==> src/rtl/stall_bubble_ctrl.sv <==
// PC / IF-ID / ID-EX register control for load-use stalls and branch flushes,
// with event counters and a sticky hazard-protocol monitor.
module stall_bubble_ctrl (
  input  logic        clk,
  input  logic        rst,
  input  logic        pcen,
  input  logic        ctrlsig,
  input  logic        flush,
  input  logic [31:0] pcnext,
  input  logic [31:0] instrin,
  input  logic [8:0]  ctrlin,
  output logic [31:0] pc,
  output logic [31:0] ifidinstr,
  output logic [31:0] ifidpc4,
  output logic [8:0]  idexctrl,
  output logic [15:0] stallcnt,
  output logic [15:0] flushcnt,
  output logic        protoerr
);

  typedef enum logic {RUN, STALL} state_t;

  state_t state, state_nxt;
  logic   hold;
  logic   perr_set;

  assign hold = !pcen && !flush;

  always_comb begin
    state_nxt = state;
    perr_set  = 1'b0;
    unique case (state)
      RUN: begin
        if (hold) state_nxt = STALL;
      end
      STALL: begin
        if (hold) perr_set  = 1'b1;
        else      state_nxt = RUN;
      end
      default: state_nxt = RUN;
    endcase
    // a hold without a bubble re-executes the held instruction
    if (hold && !ctrlsig) perr_set = 1'b1;
  end

  always_ff @(posedge clk) begin
    if (rst) begin
      state    <= RUN;
      protoerr <= 1'b0;
    end else begin
      state <= state_nxt;
      if (perr_set) protoerr <= 1'b1;
    end
  end

  always_ff @(posedge clk) begin
    if (rst) begin
      pc        <= '0;
      ifidinstr <= '0;
      ifidpc4   <= '0;
      idexctrl  <= '0;
    end else begin
      unique case (1'b1)
        flush: begin
          pc        <= pcnext;
          ifidinstr <= '0;
          ifidpc4   <= '0;
        end
        pcen: begin
          pc        <= pcnext;
          ifidinstr <= instrin;
          ifidpc4   <= pc + 32'd4;
        end
        default: begin
          pc        <= pc;
          ifidinstr <= ifidinstr;
          ifidpc4   <= ifidpc4;
        end
      endcase
      if (flush || ctrlsig) idexctrl <= '0;
      else                  idexctrl <= ctrlin;
    end
  end

  always_ff @(posedge clk) begin
    if (rst) begin
      stallcnt <= '0;
      flushcnt <= '0;
    end else begin
      if (hold && stallcnt != 16'hFFFF)
        stallcnt <= stallcnt + 16'd1;
      if (flush && flushcnt != 16'hFFFF)
        flushcnt <= flushcnt + 16'd1;
    end
  end

endmodule

==> config.mk <==
export PLATFORM = sky130hd
export DESIGN_NAME = stall_bubble_ctrl
export DESIGN_NICKNAME = d
export VERILOG_FILES = /design/src/rtl/stall_bubble_ctrl.sv
export SDC_FILE = /design/constraint.sdc
export NUM_CORES = 1
export LEC_CHECK = 0
export BUFFER_PORTS_ARGS = -buffer_cell sky130_fd_sc_hd__buf_2
export CAP_MARGIN = 0
export CORE_ASPECT_RATIO = 1.4
export CORE_MARGIN = 2
export CORE_UTILIZATION = 48
export DETAILED_ROUTE_END_ITERATION = 10
export GPL_TIMING_DRIVEN = 0
export PLACE_DENSITY = 0.81
export SLEW_MARGIN = 15
export SYNTH_ARGS = -nofsm -noshare
export SYNTH_HDL_FRONTEND = slang
export SYNTH_SLANG_ARGS = --single-unit
==> constraint.sdc <==
create_clock -name clk -period 1.9 [get_ports clk]
set_input_delay 0.19 -clock clk [delete_from_list [all_inputs] [get_ports clk]]
set_output_delay 0.19 -clock clk [all_outputs]
set_load 0.02 [all_outputs]
==> metrics.md, run 1 <==
| Metric | Value |
|---|---|
| HP Class | `in2reg` |
| Layout cells sized above 1 | `0.311` |
| Final Hold Fails | `0` |
| Leakage power | `3.50 nW` |
| Dpl cell area | `6670 µm²` |
| WS Path Type | `reg2reg` |
| Die area | `12200 µm²` |
| Clock period minus worst slack | `1.84 ns` |
| Vias in the first global route | `5056` |
| Fin area | `7740 µm²` |
| Largest net degree at the start of global routing | `17` |
| Clock sink total | `139` |
| Mapped Cells | `597` |
| Comb pwr share | `0.098` |
| Post-synth EDFFs | `0` |
| Finished Layout Cells | `1031` |
| I/O pins | `216` |
| # fillers | `900` |
| Routed WL | `16100 µm` |
| Pwr Density | `901 nW/µm²` |
| Detailed placer's ending HPWL | `11100 µm` |
| Clock Latency Late Sink | `0.41 ns` |
| Data required, critical path | `2.20 ns` |
| Gr usage total | `0.258` |
| Remaining DRCs | `0` |
| Core Box Area | `10900 µm²` |
| Synth cell count leaders | `dfxtp_1 (139), nand2_1 (104), nor2_1 (42), a22o_1 (38), a21oi_1 (37)` |
| Synth Flop Type | `dfxtp_1` |
| Final Net Count | `956` |
| Async SR Flop Fraction | `0` |
| Crit share post-route | `0.970` |
| Register Area | `2790 µm²` |
| Die Y | `130 µm` |
| Clock skew | `0.00712 ns` |
| Via/cell ratio | `5.33` |
| Hold WS | `0.0154 ns` |
| Initial cell density of the core | `0.496` |
| Synth top area share | `0.514` |
| RSZ-0062 raised after global routing | `yes` |
| Critical path startpoint category | `register` |
| Switching share of total power | `0.263` |
| CTS tree | `done` |
| Inst Count DP | `953` |
| Max Slew Vio Count | `0` |
| Total power | `6.97 mW` |
| Vias post-DR | `5494` |
| Die span in x | `93.8 µm` |
| Max Cap Viol | `0` |
| Slew @ Worst Pin | `0.778 ns` |
| Peak supply drop | `0.000621 V` |
| GRT met1 Usage | `0.284` |
| Pre-CTS setup slack | `-0.167 ns` |
| R2r setup slk | `0.06 ns` |
| Initial antenna violation count | `1` |
| Grt total ovfl | `0` |
| GR Layer Usage met3 | `0.0593` |
| Clk pwr share | `0.451` |
| Rel. slew slack | `0.477` |
| Status | `finished, final reports clean` |
| DRT iter0 DRCs | `225` |
| Sequential share of power | `0.451` |
| Area of the multi-input gates | `2570 µm²` |
| Area leader, netlist | `dfxtp_1` |
| Routability-driven placement congestion ratio | `0.899` |
| Area grow syn2layout | `42.9%` |
| Worst-path maximum fanout | `8` |
| Synth area leaders | `dfxtp_1 (51%), nand2_1 (7.2%), a22o_1 (6.1%), xor2_1 (5.5%), a21oi_1 (3.4%)` |
| WP data arrival | `2.15 ns` |
| Wire per inst | `15.6 µm` |
| CP endpoint kind | `register` |
| Seq/Total Area, Yosys | `0.514` |
| Setup violations, final | `0` |
| GRT Max-Usage Layer | `met2` |
| Ys Warns | `0` |
| ANT nets after route | `0` |
| Top-count cell post-synth | `dfxtp_1` |
| TritonCTS Buffers | `17` |
| #FFs+latches synth | `139` |
| First-pass GRT wire length | `24500 µm` |
| # rows | `45` |
| Final core occ | `0.709` |
| Avg Cell Area, Syn | `9.07 µm²` |
| Clk slew on worst S/H paths | `0.06 ns` |
| DR pass1 iterations | `5` |
| Root Buffer | `clkbuf_16` |
| F_max | `543 MHz` |
| Final TNS setup | `0 ns` |
| # port buffers | `215` |
| Internal power | `5.14 mW` |
| Clock H-tree levels | `4` |
| Clock Path Buffers | `2` |
| Final worst slack | `0.0579 ns` |
| Syn nets | `678` |
| Mapped cell area | `5420 µm²` |
| Met2 Use GR | `0.459` |
| Library cells used by synthesis | `40` |
| Switching pwr | `1.83 mW` |
==> logic make-up after synthesis <==
kind of cell,share of synthesized area
multiplexers,0.00762
flip-flops,0.514
XOR/XNOR,0.0793
AO/OA/AOI/OAI,0.140
AND/OR/NAND/NOR,0.228
adder cells (fa/ha/maj),0.00693
buffers and inverters,0.0243
==> cell usage in the layout (no fill, tap or decap), types with 3 or more instances in the layout <==
cell type        n
a21oi_1         37
a22o_1          38
and2_1          10
and3_1          10
and4_1           4
buf_1            4
buf_2          215
buf_4            6
clkbuf_1        27
clkbuf_16       17
clkinv_4         4
clkinvlp_4       4
dfxtp_1        132
dfxtp_2          7
dlygate4sd3_1   38
ha_1             3
inv_1            4
inv_6            3
mux2i_1          3
nand2_1        104
nand2b_1         4
nand3_1         23
nand4_1         19
nor2_1          41
nor3_1          10
nor4_4           4
o211ai_1         4
o21ai_0         26
o21ai_1          3
o21ai_2          3
or3_1            4
xnor2_1         15
xor2_1          34
==> critical path, stage by stage (launching register included) <==
cell	delay, ns
dfxtp_2	0.41
and3_1	0.17
clkbuf_1	0.27
and4_2	0.37
nand4_1	0.15
xnor2_1	0.17
a22o_1	0.18
==> area by class of cell <==
| type | count | area share |
|---|---|---|
| multi-input combinational | 423 | 0.332 |
| timing repair buffer | 259 | 0.194 |
| inverter | 4 | 0.00194 |
| sequential | 139 | 0.361 |
| clock buffer | 17 | 0.0550 |
| clock inverter | 15 | 0.0184 |
| antenna | 2 | 0.000647 |
| tap | 141 | 0.0228 |
| buffer | 31 | 0.0150 |
==> per-layer routing <==
layer | share of wire | up-vias
li1 | - | 2659
met1 | 0.38 | 2552
met2 | 0.52 | 228
met3 | 0.064 | 53
met4 | 0.034 | 2
met5 | 0.00068 | -
==> power by group through the flow <==
stage               sequential (mW)  combinational, mW  clock, mW
finish                         3.14              0.684       3.15
global route                   3.15              0.739       3.31
CTS                            3.13              0.676       3.18
detailed placement             3.20              0.614          0
global placement               3.19              0.606          0
floorplan                      3.32              0.212          0
==> state kept, by name, summed over array words and instances (netlist names) <==
name       cells
pc            32
flushcnt      16
state          1
protoerr       1
idexctrl       9
ifidinstr     32
ifidpc4       32
stallcnt      16
==> path summary, 6_finish.rpt <==
check	startpoint	end	depth (start not counted)
hold / removal	instrin[22]	ifidinstr[22]	2
hold reg to reg	ifidpc4[11]	ifidpc4[11]	2
setup / recovery	pc[4]	ifidpc4[31]	6
setup reg to reg	pc[4]	ifidpc4[31]	6
==> repair_timing <==
| action | 4_1_cts | 5_1_grt |
|---|---|---|
| hold endpoints to repair | 37 | 1 |
| buffers inserted | 2 | 4 |
| endpoints found under the setup margin | 10 | 21 |
| hold buffers | 37 | 1 |
| resized for setup | 5 | 14 |
| pin swaps | 1 | 5 |
Note: power is estimated with default switching activity, not from simulation.
==> inputs of run 2 (changes only) <==
Settings changed: CTS_BUF_LIST set to sky130_fd_sc_hd__clkbuf_16, REMOVE_ABC_BUFFERS set to 1.
==> metrics.md, run 2 (same netlist as run 1, synthesis figures left out) <==
| Metric | Value |
|---|---|
| Status | `finished, final reports clean` |
| Die area | `12200 µm²` |
| Clock Latency Late Sink | `0.41 ns` |
| Reg2reg path depth | `7` |
| CP endpoint kind | `register` |
| Core Box Area | `10900 µm²` |
| Most common cell after layout, fill and taps aside | `buf_2` |
| Final TNS setup | `0 ns` |
| CTS tree | `done` |
| WP data arrival | `2.09 ns` |
| # port buffers | `215` |
| Die Y | `130 µm` |
| Data required, critical path | `2.17 ns` |
| DR pass1 iterations | `4` |
| Final Hold Fails | `0` |
| Grt total ovfl | `0` |
| Wire per inst | `15.8 µm` |
| Hold WS | `0.00664 ns` |
| CP delay by family, top | `simple AND/OR/NAND/NOR gates` |
| Vias post-DR | `5314` |
| Leakage power | `3.52 nW` |
| Clk slew on worst S/H paths | `0.06 ns` |
| F_max | `549 MHz` |
| Peak supply drop | `0.000553 V` |
| # fillers | `807` |
| Worst-path maximum fanout | `5` |
| RSZ-0062 raised after global routing | `yes` |
| Clock H-tree levels | `4` |
| Critical path startpoint category | `register` |
| Max Cap Viol | `0` |
| Clock period minus worst slack | `1.82 ns` |
| Hold path depth | `2` |
| CP bufs+invs | `1` |
| DRT iter0 DRCs | `255` |
| Root Buffer | `clkbuf_16` |
| Largest stage delay on the critical path | `0.36 ns` |
| I/O pins | `216` |
| Clock skew | `0.0102 ns` |
| Rel. slew slack | `0.419` |
| Routability-driven placement congestion ratio | `0.816` |
| Crit path cell chain | `ha_1, nand3_1, nor4_4, buf_4, nor4b_1, xnor2_1, nor2_1` |
| Initial cell density of the core | `0.496` |
| Gr usage total | `0.244` |
| Setup violations, final | `0` |
| Routed WL | `15800 µm` |
| WP depth | `7` |
| Die span in x | `93.8 µm` |
| Initial antenna violation count | `2` |
| TritonCTS Buffers | `17` |
| Clock sink total | `139` |
| Vias in the first global route | `5076` |
| Final worst slack | `0.0793 ns` |
| WS Path Type | `reg2reg` |
| Clock Path Buffers | `2` |
| Most frequent cells in the layout | `buf_2 (214), dfxtp_1 (130), nand2_1 (104)` |
| Pwr Density | `958 nW/µm²` |
| Layout cells sized above 1 | `0.337` |
| Largest net degree at the start of global routing | `71` |
| Crit share post-route | `0.958` |
| ANT nets after route | `0` |
| Pre-CTS setup slack | `-0.508 ns` |
| # rows | `45` |
| Slowest-stage cell, CP | `dfxtp_1` |
| HP Class | `in2reg` |
| Remaining DRCs | `0` |
| Biggest regs | `ifidinstr: 32 flops, ifidpc4: 32 flops, pc: 32 flops` |
| Area grow syn2layout | `42.6%` |
| Slew @ Worst Pin | `0.871 ns` |
| Max Slew Vio Count | `0` |
| Final Net Count | `920` |
| Total power | `7.40 mW` |
| Detailed placer's ending HPWL | `10700 µm` |
| First-pass GRT wire length | `23700 µm` |
| Via/cell ratio | `5.35` |
## run 2: timing repair
item / 4_1_cts / 5_1_grt
buffers inserted: 1 / 7
setup endpoints to repair: 46 / 28
endpoints found under the hold margin: 26 / 2
resized for setup: 5 / 21
hold buffers: 26 / 2
pin swaps: 2 / 7
## run 2: final timing paths
check	start	to	slack [ns]
worst max-delay path	flushcnt[0]	flushcnt[7]	0.08
worst min-delay path	instrin[17]	ifidinstr[17]	0.007
worst max register to register	flushcnt[0]	flushcnt[7]	0.08
worst min register to register	ifidpc4[25]	ifidpc4[25]	0.45
## run 2: cell type report
type | instances | area [µm²] | share of cell area
inverter | 4 | 15.0 | 0.00194
clock inverter | 15 | 221 | 0.0287
multi-input combinational | 423 | 2600 | 0.337
clock buffer | 17 | 425 | 0.0551
timing repair buffer | 254 | 1490 | 0.192
tap | 141 | 176 | 0.0228
antenna | 1 | 2.50 | 0.000324
sequential | 139 | 2790 | 0.362
## run 2: worst register-to-register path, stage by stage, from the launching register on
cell	delay (ns)
dfxtp_1	0.36
ha_1	0.27
nand3_1	0.25
nor4_4	0.08
buf_4	0.15
nor4b_1	0.34
xnor2_1	0.17
nor2_1	0.06
## run 2: routing by layer
metal / share of wire / vias to the layer above / GRT usage / wire, µm
met5: 0 / - / 0 / 0
met4: 0.025 / 0 / 0.101 / 401
met3: 0.058 / 32 / 0.0610 / 918
met2: 0.54 / 199 / 0.458 / 8570
met1: 0.37 / 2502 / 0.257 / 5860
li1: - / 2581 / - / -
## run 2: power by group
part | leakage, nW | switching (mW) | internal, mW
registers | 1.14 | 0.114 | 3.03
logic | 2.06 | 0.382 | 0.278
clock network | 0.317 | 1.26 | 2.33
total | 3.52 | 1.76 | 5.64
## run 2: through the flow
stage / cell area, µm² / instances / util
CTS: 7580 / 984 / 0.694
floorplan: 5300 / 566 / -
detailed placement: 6640 / 925 / 0.608
finish: 7720 / 994 / 0.707
global placement: 6550 / 922 / 0.600
global route: 7720 / 993 / 0.707
